[config.mk]
export PLATFORM = sky130hd
export DESIGN_NAME = tmu_pointgen
export DESIGN_NICKNAME = d
export VERILOG_FILES = /design/src/rtl/tmu_pointgen.sv
export SDC_FILE = /design/constraint.sdc
export NUM_CORES = 1
export LEC_CHECK = 0
export ABC_AREA = 1
export ABC_CLOCK_PERIOD_IN_PS = 3200
export CAP_MARGIN = 20
export CORE_ASPECT_RATIO = 0.8
export CORE_MARGIN = 2
export CORE_UTILIZATION = 40
export CTS_CLUSTER_DIAMETER = 200
export DETAILED_ROUTE_END_ITERATION = 8
export GPL_TIMING_DRIVEN = 0
export HOLD_SLACK_MARGIN = 0.06
export PLACE_DENSITY = 0.63
export SETUP_SLACK_MARGIN = 0.1
export SLEW_MARGIN = 30
export SYNTH_ARGS = -nofsm -noshare
export SYNTH_HDL_FRONTEND = slang
export SYNTH_SLANG_ARGS = --single-unit
export TNS_END_PERCENT = 10
[constraint.sdc]
create_clock -name sys_clk -period 3.2 [get_ports sys_clk]
set_input_delay 0.64 -clock sys_clk [delete_from_list [all_inputs] [get_ports sys_clk]]
set_output_delay 0.64 -clock sys_clk [all_outputs]
set_load 0.05 [all_outputs]
[src/rtl/tmu_pointgen.sv]
// tmu_pointgen: walks a destination rectangle and emits (X,Y,U,V) points with DDA-interpolated texture coordinates
module tmu_pointgen #(
  parameter int COORD_W = 11,
  parameter int FRAC_W  = 6
) (
  input  logic                      sys_clk,
  input  logic                      sys_rst_n,
  input  logic                      start,
  input  logic                      abort,
  output logic                      busy,
  output logic                      done,
  input  logic [COORD_W-1:0]        x0,
  input  logic [COORD_W-1:0]        y0,
  input  logic [COORD_W-1:0]        width,
  input  logic [COORD_W-1:0]        height,
  input  logic [COORD_W-1:0]        u0,
  input  logic [COORD_W-1:0]        v0,
  input  logic [COORD_W+FRAC_W-1:0] du_x,
  input  logic [COORD_W+FRAC_W-1:0] dv_x,
  input  logic [COORD_W+FRAC_W-1:0] du_y,
  input  logic [COORD_W+FRAC_W-1:0] dv_y,
  output logic                      pipe_stb_o,
  input  logic                      pipe_ack_i,
  output logic [COORD_W-1:0]        P_X,
  output logic [COORD_W-1:0]        P_Y,
  output logic [COORD_W-1:0]        P_U,
  output logic [COORD_W-1:0]        P_V
);
  localparam int AW = COORD_W + FRAC_W;
  localparam logic [COORD_W-1:0] ONE = 1;
  typedef enum logic [1:0] {IDLE, RUN, DONE} state_t;
  state_t state, state_nx;
  logic [COORD_W-1:0] col, row, w_r, h_r, x0_r;
  logic [AW-1:0] u, v, urow, vrow, dux_r, dvx_r, duy_r, dvy_r;
  logic xfer, last_col, last_row, go;
  assign xfer = pipe_stb_o & pipe_ack_i;
  assign last_col = col == w_r - ONE;
  assign last_row = row == h_r - ONE;
  assign go = state == IDLE && start;
  assign busy = state == RUN;
  assign done = state == DONE;
  assign P_U = u[AW-1:FRAC_W];
  assign P_V = v[AW-1:FRAC_W];
  // An empty rectangle still spends one RUN cycle with stb low before DONE
  always_comb begin
    state_nx = abort ? IDLE
             : go ? RUN
             : (state == RUN && (!pipe_stb_o || (xfer && last_col && last_row))) ? DONE
             : state == DONE ? IDLE
             : state;
  end
  always_ff @(posedge sys_clk or negedge sys_rst_n)
    if (!sys_rst_n) state <= IDLE;
    else state <= state_nx;
  always_ff @(posedge sys_clk or negedge sys_rst_n) begin
    if (!sys_rst_n) begin
      pipe_stb_o <= 1'b0;
      {col, row, w_r, h_r, x0_r, P_X, P_Y} <= '0;
      {u, v, urow, vrow, dux_r, dvx_r, duy_r, dvy_r} <= '0;
    end else if (abort) begin
      pipe_stb_o <= 1'b0;
    end else if (go) begin
      pipe_stb_o <= width != '0 && height != '0;
      {col, row} <= '0;
      {w_r, h_r, x0_r, P_X, P_Y} <= {width, height, x0, x0, y0};
      {dux_r, dvx_r, duy_r, dvy_r} <= {du_x, dv_x, du_y, dv_y};
      u <= {u0, {FRAC_W{1'b0}}};
      urow <= {u0, {FRAC_W{1'b0}}};
      v <= {v0, {FRAC_W{1'b0}}};
      vrow <= {v0, {FRAC_W{1'b0}}};
    end else if (xfer && state == RUN) begin
      if (last_col && last_row) begin
        pipe_stb_o <= 1'b0;
      end else if (last_col) begin
        col <= '0;
        row <= row + ONE;
        P_X <= x0_r;
        P_Y <= P_Y + ONE;
        urow <= urow + duy_r;
        vrow <= vrow + dvy_r;
        u <= urow + duy_r;
        v <= vrow + dvy_r;
      end else begin
        col <= col + ONE;
        P_X <= P_X + ONE;
        u <= u + dux_r;
        v <= v + dvx_r;
      end
    end
  end
endmodule
==> results of run 1 <==
worst paths after layout:
kind,to,slack [ns],startpoint
setup / recovery,vrow[5]$_DFFE_PN0P_,0.22,w_r[0]$_DFFE_PN0P_
max in group asynchronous,urow[15]$_DFFE_PN0P_,1.75,sys_rst_n
setup reg to reg,vrow[5]$_DFFE_PN0P_,0.22,w_r[0]$_DFFE_PN0P_
hold / removal,x0_r[0]$_DFFE_PN0P_,0.47,x0_r[0]$_DFFE_PN0P_
hold reg to reg,x0_r[0]$_DFFE_PN0P_,0.47,x0_r[0]$_DFFE_PN0P_
min in group asynchronous,dvy_r[3]$_DFFE_PN0P_,0.63,sys_rst_n
tightest hold or removal path: cells and delay by family (launching register included):
kind             cells  cell delay (ns)
DFF                  1             0.34
and+or+nand+nor      2             0.10
layer usage:
layer  GRT usage [%]  up-vias  routed length [um]  part of all wire (%)
met5               0        -                  11                 0.021
met4            9.03        2                1900                   3.7
met3            5.31       98                3690                   7.2
met2            39.8      502               21700                    42
met1            37.1     7117               24200                    47
li1                -     7504                   -                     -
cell families (layout without fill, tap and decap cells):
logic type,count (synthesis),count (layout),synth area share (%)
AOI/OAI and AO/OA,154,154,5.58
xor gates and xnor gates,79,79,4.59
and+or+nand+nor,1449,1449,39.6
buffers and inverters,269,506,8.03
adders and majority gates,74,74,6.35
other,0,1,0
DFF,216,216,35.9
state kept, by name, indices dropped and copies added (netlist names):
signal,cells
P_X,11
P_Y,11
col,11
dux_r,17
duy_r,17
dvx_r,17
dvy_r,17
h_r,11
pipe_stb_o,1
row,11
state,2
u,17
urow,17
v,17
vrow,17
w_r,11
x0_r,11
area by class of cell:
cell class              count  area, um^2  area share, %
well taps                 487         609           3.28
diodes                      1        2.50         0.0135
plain buffers              97         577           3.11
flip-flops and latches    216        5410           29.1
clock buffers              36         769           4.14
inverters                 172         648           3.49
multi-input cells        1756        8460           45.6
clock inverters            12         166          0.896
repair buffers            189        1930           10.4
power groups by stage:
stage	Sequential (mW)	Combinational (mW)	Clock (mW)
after global routing	4.42	9.14	3.42
after CTS	4.30	8.12	3.32
after floorplan	4.45	5.58	0
final	4.31	8.17	3.28
after detailed placement	4.33	8.08	0
after global placement	4.33	8.00	0
repair_timing:
action,in CTS,in global routing
pin swaps,0,1
cloned,0,0
hold buffers,1,0
hold endpoints to repair,27,0
setup buffers,0,1
endpoints found under the setup margin,9,108
resized for setup,1,13
per-stage QoR:
stage	instance area (um^2)	utilization [%]
6_report	18600	50.0
5_1_grt	18600	50.0
4_1_cts	18500	49.9
3_5_place_dp	17600	47.4
3_3_place_gp	17500	47.2
2_1_floorplan	15100	-
cell usage in the layout (no fill, tap or decap), types with 5 or more instances in the layout:
master and count:
nand2_1 1030, dfrtp_1 216, nand3_1 215, clkdlybuf4s50_1 184, inv_1 163, nor2_1 116, ha_1 69, o21ai_0 62
xor2_1 58, a21oi_1 57, clkbuf_1 39, buf_4 31, clkbuf_16 27, xnor2_1 21, nor3_1 18, buf_2 14
nand3b_1 13, nand4_1 11, buf_6 10, or2_2 8, a22oi_1 8, inv_2 7, nand2_2 7, o21bai_1 7
and2_1 6, nor2_2 6, nor4_1 6, o21ai_1 6, clkbuf_8 6, clkinv_2 6, a21o_1 5
==> metrics.txt, run 1 <==
synth cell count leaders nand2_1, dfrtp_1, nand3_1; Peak Freq between 300 and 400 MHz; Peak supply drop roughly 0.00055 V; mean area per synthesized cell a little under 7 um^2; Non-Filler Instances about 3000; top post-synthesis cells by area dfrtp_1, nand2_1, nand3_1; worst rel slew slack 38.4%; detailed-route via count roughly 15000; Max Slew Vio Count 0; Async SR Flop Fraction 100%; Reg2Reg Depth 15; CP required approximately 3.7 ns; Crit Path Category reg2reg; Power Density roughly 850 nW/um^2; Final Total Pwr approximately 16 mW; largest net degree at the start of global routing 84; setup ws final ~0.22 ns; Slowest-stage cell, CP dfrtp_1; P&R area growth vs syn 23.3%; Synth top area share about 36%; initial antenna violation count 2; Synth cell types 41; dominant cell type by area after synthesis dfrtp_1; fin crit share a little over 90%; final hold slack 0.473 ns; worst-margin pin slew 0.923 ns; first-pass GRT wire length roughly 80000 um; CTS Buf Count 26; synthesized area 15100 um^2; Sw Share a little under half; Placed Instances 2915; WL/cell 17.4 um; CTS Buffer Depth 3; Tmin final slightly below 3 ns; routability cong. 0.950; Int Power 8.56 mW; vias in the first global route around 14000; syn nets between 2000 and 2500; Clock Skews 0.0127 ns; Buf/Inv on CP 5; # clock sinks 216; Routed WL 51600 um; Max FO, Critical Path 10; prevailing post-synth register cell dfrtp_1; DRC 0; CP endpoint kind flop; drt via density between 5 and 6; nets around 2700; combinational share of power 51.8%; Starting Density between 40% and 50%; outcome completed; RSZ-0062 raised after global routing yes; row count 63; hold path depth 2; crit path cell chain inv_2 > ha_2 > nand2_2 > nor2_4 > nand2_2 > nand3_1 > nand3_2 > inv_4 > nand3_1 > buf_2 > nand2_2 > buf_4 > buf_4 > nand3_1 > nand2_1; sequential area share after synthesis 35.9%; Clk pwr share 20.8%; first drt pass iteration count 6; Slowest Stage Delay on Critical Path 0.39 ns; Yosys warnings 0; Net Switching 7.21 mW; most frequent cell after synthesis nand2_1; WP depth 15; Mapped Cells approximately 2200; Setup TNS 0 ns; layout cell share with drive strength beyond 1 5.89%; Skew-Pair Late Insertion Delay 0.57 ns; CTS tree built; startpoint types flop; HP Class reg2reg; CP delay by family, top simple AND/OR/NAND/NOR gates; Root Buffer clkbuf_16; Placement Setup Slack -0.0898 ns; Ports between 150 and 200; Post-synth EDFFs 0; max-cap viol count 0; Flop pwr share a little over a quarter; clock-pin slew on the worst setup and hold paths 0.06 ns; gr usage total approximately a quarter; Die Y between 150 and 200 um; Fillers approximately 3800; Static Leakage approximately 9.9 nW; WP data arrival around 3.5 ns; FF+latch count, synth around 220; Final ANT Viol Nets 0; Fin. Hold Viols 0; DRT iter0 DRCs 1122; # H-tree levels 1; Final Setup Violations 0; PortBufs approximately 190; die area between 30000 and 40000 um^2; GRT overflow 0; Final HPWL DP approximately 40000 um; die width about 220 um; core area 37100 um^2
Note: power is estimated with default switching activity, not from simulation.
==> run 2: changes to the inputs <==
--- a/config.mk
+++ b/config.mk
@@ -6,7 +6,7 @@
 export NUM_CORES = 1
 export LEC_CHECK = 0
 export ABC_AREA = 1
-export ABC_CLOCK_PERIOD_IN_PS = 3200
+export ABC_CLOCK_PERIOD_IN_PS = 2790
 export CAP_MARGIN = 20
 export CORE_ASPECT_RATIO = 0.8
 export CORE_MARGIN = 2
@@ -15,7 +15,7 @@
 export DETAILED_ROUTE_END_ITERATION = 8
 export GPL_TIMING_DRIVEN = 0
 export HOLD_SLACK_MARGIN = 0.06
-export PLACE_DENSITY = 0.63
+export PLACE_DENSITY_LB_ADDON = 0.3
 export SETUP_SLACK_MARGIN = 0.1
 export SLEW_MARGIN = 30
 export SYNTH_ARGS = -nofsm -noshare
==> constraint.sdc (replaced) <==
create_clock -name sys_clk -period 2.79 [get_ports sys_clk]
set_input_delay 0.558 -clock sys_clk [delete_from_list [all_inputs] [get_ports sys_clk]]
set_output_delay 0.558 -clock sys_clk [all_outputs]
set_load 0.05 [all_outputs]
==> run 2 against run 1 <==
Against the previous run:
- via count rose by 0.64%
- register-to-register slack got worse by 0.03 ns
- flip-flop and latch count unchanged
- clock power is 10% higher
- worst hold slack hardly changed
- critical path depth shrank 8
- sequential share of layout area down 0.23 points
- clock skew up 0.016 ns
- critical endpoint is now dvy_r[3]$_DFFE_PN0P_
- highest routed layer unchanged
==> metrics.txt, run 2 (synthesis results as in run 1) <==
detailed-route via count 15300 (+0.64%); most used cell, CP nand2_1; Critical Path Source start; Fin. Hold Viols 0 (unchanged); WP data arrival 3.11 ns (-0.37 ns); Slowest Stage Delay on Critical Path 0.64 ns (+0.25 ns); Root Buffer clkbuf_16; CTS tree built; DRT iter0 DRCs 1275 (+14%); WL/cell 17.3 um (-0.22%); DRC 0 (unchanged); Max Slew Vio Count 0 (unchanged); Final Cell Area 18700 um^2 (+0.80%); Slowest-stage cell, CP buf_1; final hold slack 0.474 ns (+0.000396 ns); CP required 3.28 ns (-0.42 ns); Ports 186 (unchanged); CP endpoint kind flop; Clk pwr share 20.0% (-0.8 points); RSZ-0062 raised after global routing yes; P&R area growth vs syn 24.3%; fin crit share 94.0%; worst rel slew slack 38.0% (-0.47 points); clock-pin slew on the worst setup and hold paths 0.06 ns (about the same); row count 63 (unchanged); die width 221 um (unchanged); Clock Skews 0.0291 ns (+0.0164 ns); Tmin final about 2.6 ns; HP Class reg2reg; routability cong. 0.950 (about the same); R2R Path End dvy_r[3]$_DFFE_PN0P_; Net Switching 8.32 mW (+15%); Crit Path Category in2reg; Final HPWL DP 39700 um (about the same); # diodes 0 (-1); nets 2678 (+0.26%); Peak Freq 381 MHz; WP depth 7 (-8); die area 39200 um^2 (unchanged); GRT overflow 0 (unchanged); drt via density 5.16 (+0.47%); layout cell share with drive strength beyond 1 6.60% (+0.71 points); Fillers 3718 (-1.5%); # H-tree levels 1 (unchanged); first-pass GRT wire length 80700 um (+0.39%); crit path cell chain clkdlybuf4s50_1 > nand3_1 > nor2_1 > clkbuf_1 > buf_1 > nand2_1 > nand2_1; largest net degree at the start of global routing 80 (-4.8%); PortBufs 185 (unchanged); Int Power 9.74 mW (+14%); combinational share of power 52.5% (+0.7 points); Flop pwr share 27.5% (+0.2 points); Die Y 178 um (unchanged); Skew-Pair Late Insertion Delay 0.58 ns (about the same); vias in the first global route 14700 (+2.1%); Reg2Reg Depth 7 (-8); # clock sinks 216 (unchanged); first drt pass iteration count 5 (-1); CTS Buffer Depth 3 (unchanged); core area 37100 um^2 (unchanged); Critical Path Sink dvy_r[3]$_DFFE_PN0P_; Buf/Inv on CP 3 (-2); metal3 WL 4080 um (+10%); startpoint types input port; most frequent cells in the layout nand2_1, dfrtp_1, nand3_1, clkdlybuf4s50_1, inv_1; reg2reg setup slack 0.19 ns (-0.03 ns); Sw Share 46.1% (+0.35 points); worst-margin pin slew 0.930 ns (+0.00699 ns); Placement Setup Slack -0.347 ns (-0.257 ns); setup ws final 0.167 ns (-0.0501 ns); CTS Buf Count 26 (unchanged); Routed WL 51500 um (about the same); most common cell after layout, fill and taps aside nand2_1; Setup TNS 0 ns (unchanged); gr usage total 26.0% (-0.16 points); Met1 Wirelength 23600 um (-2.4%); max-cap viol count 0 (unchanged); Top Metal Used met5; initial antenna violation count 2 (unchanged); Met2 Wirelength 22100 um (+1.6%); placed cell areas 17600 um^2 (unchanged); Max FO, Critical Path 10 (unchanged); outcome completed; Crit Reg-Reg Startpoint state[1]$_DFFE_PN0P_; Starting Density 40.6% (unchanged); CP delay by family, top buffers and inverters; Final ANT Viol Nets 0 (unchanged); Static Leakage 9.91 nW (+0.45%); Power Density 965 nW/um^2 (+14%); Peak supply drop 0.000571 V (+3.8%); Final Setup Violations 0 (unchanged)
run 2: cell types whose count changed in the layout (fill, tap and decap cells not counted), moves of 3 or more:
cell      before  now
clkinv_2       6    3
clkbuf_2       3    7
nor2_1       116  112
clkbuf_1      39   34
buf_6         10   14
nor2_4         4    7
run 2: final cells by class:
cell class,instances,area [um^2],area share [%]
Inverter,172,651,3.48
Timing Repair Buffer,196,2000,10.7
Tap cell,487,609,3.26
Buffer,97,633,3.38
Clock inverter,11,153,0.816
Clock buffer,36,748,4.00
Sequential cell,216,5410,28.9
Multi-Input combinational cell,1756,8520,45.5
run 2: worst register-to-register path, delay by kind of cell, from the launching register on:
kind                   cells  cell delay [ns]
buffers and inverters      3             1.37
and+or+nand+nor            4             0.76
DFF                        1             0.39
run 2: power by group through the flow:
stage,Sequential [mW],Combinational (mW),Clock [mW]
2_1_floorplan,5.10,6.40,0
3_3_place_gp,4.96,9.12,0
3_5_place_dp,4.98,9.23,0
4_1_cts,4.95,9.34,3.65
5_1_grt,5.08,10.6,3.77
6_report,4.97,9.48,3.61
run 2: stage by stage:
stage	instances	utilization [%]	power, mW
floorplan	2241	-	11.5
global placement	2913	47.2	14.1
detailed placement	2915	47.4	14.2
CTS	2968	50.1	17.9
global route	2971	50.4	19.4
finish	2971	50.4	18.1
run 2: worst min path at each step:
stage                                    start                    to  slack, ns  depth (start not counted)
after floorplan                      sys_rst_n    P_X[0]$_DFFE_PN0P_       0.26                          0
after global placement    x0_r[10]$_DFFE_PN0P_  x0_r[10]$_DFFE_PN0P_       0.45                          2
after detailed placement   x0_r[7]$_DFFE_PN0P_   x0_r[7]$_DFFE_PN0P_       0.46                          2
after CTS                  x0_r[7]$_DFFE_PN0P_   x0_r[7]$_DFFE_PN0P_       0.47                          2
after global routing       x0_r[0]$_DFFE_PN0P_   x0_r[0]$_DFFE_PN0P_       0.50                          2
final                      x0_r[7]$_DFFE_PN0P_   x0_r[7]$_DFFE_PN0P_       0.47                          2
run 2: what timing repair did:
action                                 CTS  global route
setup endpoints to repair              112           128
pin swaps                                2             6
buffers inserted                         5             2
hold buffers                             1             0
cloned                                   0             1
endpoints found under the hold margin   77             0
resized for setup                       20            30
run 2: layer usage:
| layer | global-route usage (%) | vias to the layer above |
|---|---|---|
| li1 | - | 7516 |
| met1 | 36.5 | 7151 |
| met2 | 40.5 | 556 |
| met3 | 4.87 | 96 |
| met4 | 8.50 | 2 |
| met5 | 0 | - |
==> run 3: changes to the inputs <==
--- a/config.mk
+++ b/config.mk
@@ -10,7 +10,7 @@
 export CAP_MARGIN = 20
 export CORE_ASPECT_RATIO = 0.8
 export CORE_MARGIN = 2
-export CORE_UTILIZATION = 40
+export CORE_UTILIZATION = 35
 export CTS_CLUSTER_DIAMETER = 200
 export DETAILED_ROUTE_END_ITERATION = 8
 export GPL_TIMING_DRIVEN = 0
==> run 3 against run 2 <==
Against the previous run:
- fmax barely moved
- flip-flop and latch count did not move
- global-route usage fell by 2.3 points
- register-to-register slack got worse by 0.02 ns
- via count fell by 0.72%
- first-iteration DRC count fell by 3.1%
- clock power rose by 4%
- die area rose by 14%
- count of clock-buffer cells in the layout rose by 2
- utilization fell by 5.7 points
- combinational power rose by 0.5%
- non-clock buffer count rose by 2
- largest cell class unchanged
==> metrics.txt, run 3 (synthesis results as in run 1) <==
Root Buffer clkbuf_16; largest net degree at the start of global routing 84 (+5.0%); row count 67 (+6.3%); clock-pin slew on the worst setup and hold paths 0.06 ns (about the same); WP data arrival 2.07 ns (-1.04 ns); Ports 186 (unchanged); CTS Buf Count 26 (unchanged); RSZ-0062 raised after global routing yes; Flop pwr share 27.3% (-0.2 points); P&R area growth vs syn 25.2%; initial antenna violation count 2 (unchanged); Crit Path Category reg2out; Net Switching 8.35 mW (+0.41%); Multi-input gate area 8540 um^2 (+0.25%); Non-Filler Instances 3038 (+2.3%); Static Leakage 9.94 nW (+0.33%); worst-margin pin slew 0.931 ns (+0.000856 ns); Max Slew Vio Count 0 (unchanged); routability cong. 0.938 (-1.3%); CP required 2.23 ns (-1.05 ns); most frequent cells in the layout nand2_1, dfrtp_1, nand3_1, clkdlybuf4s50_1, inv_1; # clock sinks 216 (unchanged); core area 42200 um^2 (+14%); DRC 0 (unchanged); Tmin final 2.62 ns (+0.00197 ns); worst rel slew slack 37.9% (-0.057 points); vias in the first global route 14600 (-0.25%); outcome completed; Power Density 967 nW/um^2 (+0.28%); DRT iter0 DRCs 1236 (-3.1%); max-cap viol count 0 (unchanged); WL/cell 17.5 um (+1.1%); first-pass GRT wire length 82900 um (+2.8%); Peak supply drop 0.000538 V (-5.7%); die area 44700 um^2 (+14%); hold path depth 2 (unchanged); Clk pwr share 20.5% (+0.5 points); Peak Freq 381 MHz (about the same); die width 236 um (+6.8%); Max FO, Critical Path 3 (-7); Final Setup Violations 0 (unchanged); Fillers 4340 (+17%); fin crit share 94.1% (about the same); drt via density 5.01 (-2.9%); Final ANT Viol Nets 0 (unchanged); Starting Density 35.7% (-4.8 points); Final Cell Area 18900 um^2 (+0.76%); Clock Skews 0.0196 ns (-0.00951 ns); most common cell after layout, fill and taps aside nand2_1; gr usage total 23.7% (-2.3 points); CTS tree built; Placement Setup Slack -0.454 ns (-0.108 ns); setup ws final 0.165 ns (-0.00198 ns); nets 2680 (+0.075%); detailed-route via count 15200 (-0.72%); Skew-Pair Late Insertion Delay 0.57 ns (about the same); Placed Instances 2980 (+2.2%); Slowest-stage cell, CP clkdlybuf4s50_1; CP endpoint kind output port; HP Class reg2reg; CTS Buffer Depth 3 (unchanged); Die Y 190 um (+6.7%); register area 5410 um^2 (unchanged); first drt pass iteration count 5 (unchanged); Sw Share 45.8% (-0.29 points); Slowest Stage Delay on Critical Path 0.86 ns (+0.22 ns); Reg2Reg Depth 17 (+10); Routed WL 53300 um (+3.3%); combinational share of power 52.2% (-0.3 points); Int Power 9.89 mW (+1.6%); # H-tree levels 1 (unchanged); Final HPWL DP 41300 um (+4.0%); GRT overflow 0 (unchanged); PortBufs 185 (unchanged); placed cell areas 17700 um^2 (+0.46%); startpoint types flop; crit path cell chain inv_1 > nor2_1 > clkdlybuf4s50_1; layout cell share with drive strength beyond 1 6.64% (+0.038 points); Fin. Hold Viols 0 (unchanged)
-- run 3: changes by cell type in the layout (fill, tap and decap cells not counted), moves of 2 or more --
cell	before	now
buf_2	12	15
buf_4	33	35
clkbuf_2	7	4
clkbuf_8	6	8
clkinvlp_4	3	1
-- run 3: critical path, delay by kind of cell, from the launching register on --
family	cells	cell delay, ns
buffers and inverters	2	0.93
flip-flops	1	0.35
AND/OR/NAND/NOR	1	0.22
-- run 3: per-stage QoR --
| step | total power, mW | TNS, ns | hold WS (ns) | utilization, % |
|---|---|---|---|---|
| after floorplan | 11.5 | 0 | 0.262 | - |
| after global placement | 14.2 | -1854.81 | 0.455 | 41.8 |
| after detailed placement | 14.3 | -43.14 | 0.458 | 41.9 |
| after CTS | 18.2 | 0 | 0.474 | 44.3 |
| after global routing | 19.7 | 0 | 0.494 | 44.7 |
| final | 18.2 | 0 | 0.475 | 44.7 |
-- run 3: repair_timing --
action | in CTS | in global routing
pin swaps | 2 | 3
buffers inserted | 4 | 6
endpoints found under the setup margin | 112 | 160
gates resized for setup | 21 | 37
hold endpoints to repair | 57 | 0
hold buffers | 1 | 0
-- run 3: final timing paths --
kind                                 startpoint               endpoint  slack, ns
setup / recovery           state[0]$_DFFE_PN0P_                   busy       0.17
hold / removal             x0_r[10]$_DFFE_PN0P_   x0_r[10]$_DFFE_PN0P_       0.47
setup reg to reg             w_r[1]$_DFFE_PN0P_      u[11]$_DFFE_PN0P_       0.17
hold reg to reg            x0_r[10]$_DFFE_PN0P_   x0_r[10]$_DFFE_PN0P_       0.47
max in group asynchronous             sys_rst_n  duy_r[15]$_DFFE_PN0P_       1.45
min in group asynchronous             sys_rst_n     w_r[1]$_DFFE_PN0P_       0.54
-- run 3: routing by layer --
metal  GRT usage, %  share of wire [%]  up-vias  wire, um
li1               -                  -     7512         -
met1           35.1                 48     7103     25700
met2           35.9                 42      517     22300
met3           3.67                7.2       76      3850
met4           6.08                2.6        2      1380
met5              0              0.030        -        16
-- run 3: power groups by stage --
stage / clock (mW) / combinational, mW / sequential [mW]
2_1_floorplan: 0 / 6.40 / 5.10
3_5_place_dp: 0 / 9.32 / 4.99
4_1_cts: 3.81 / 9.44 / 4.96
6_report: 3.74 / 9.53 / 4.97
5_1_grt: 3.96 / 10.7 / 5.09
3_3_place_gp: 0 / 9.25 / 4.98
-- run 3: final cells by class --
type / count / share of cell area [%]
clock buffer: 38 / 4.11
multi-input combinational: 1756 / 45.3
timing repair buffer: 198 / 10.6
inverter: 172 / 3.46
sequential: 216 / 28.7
clock inverter: 8 / 0.816
buffer: 97 / 3.40
antenna: 1 / 0.0133
tap: 552 / 3.66
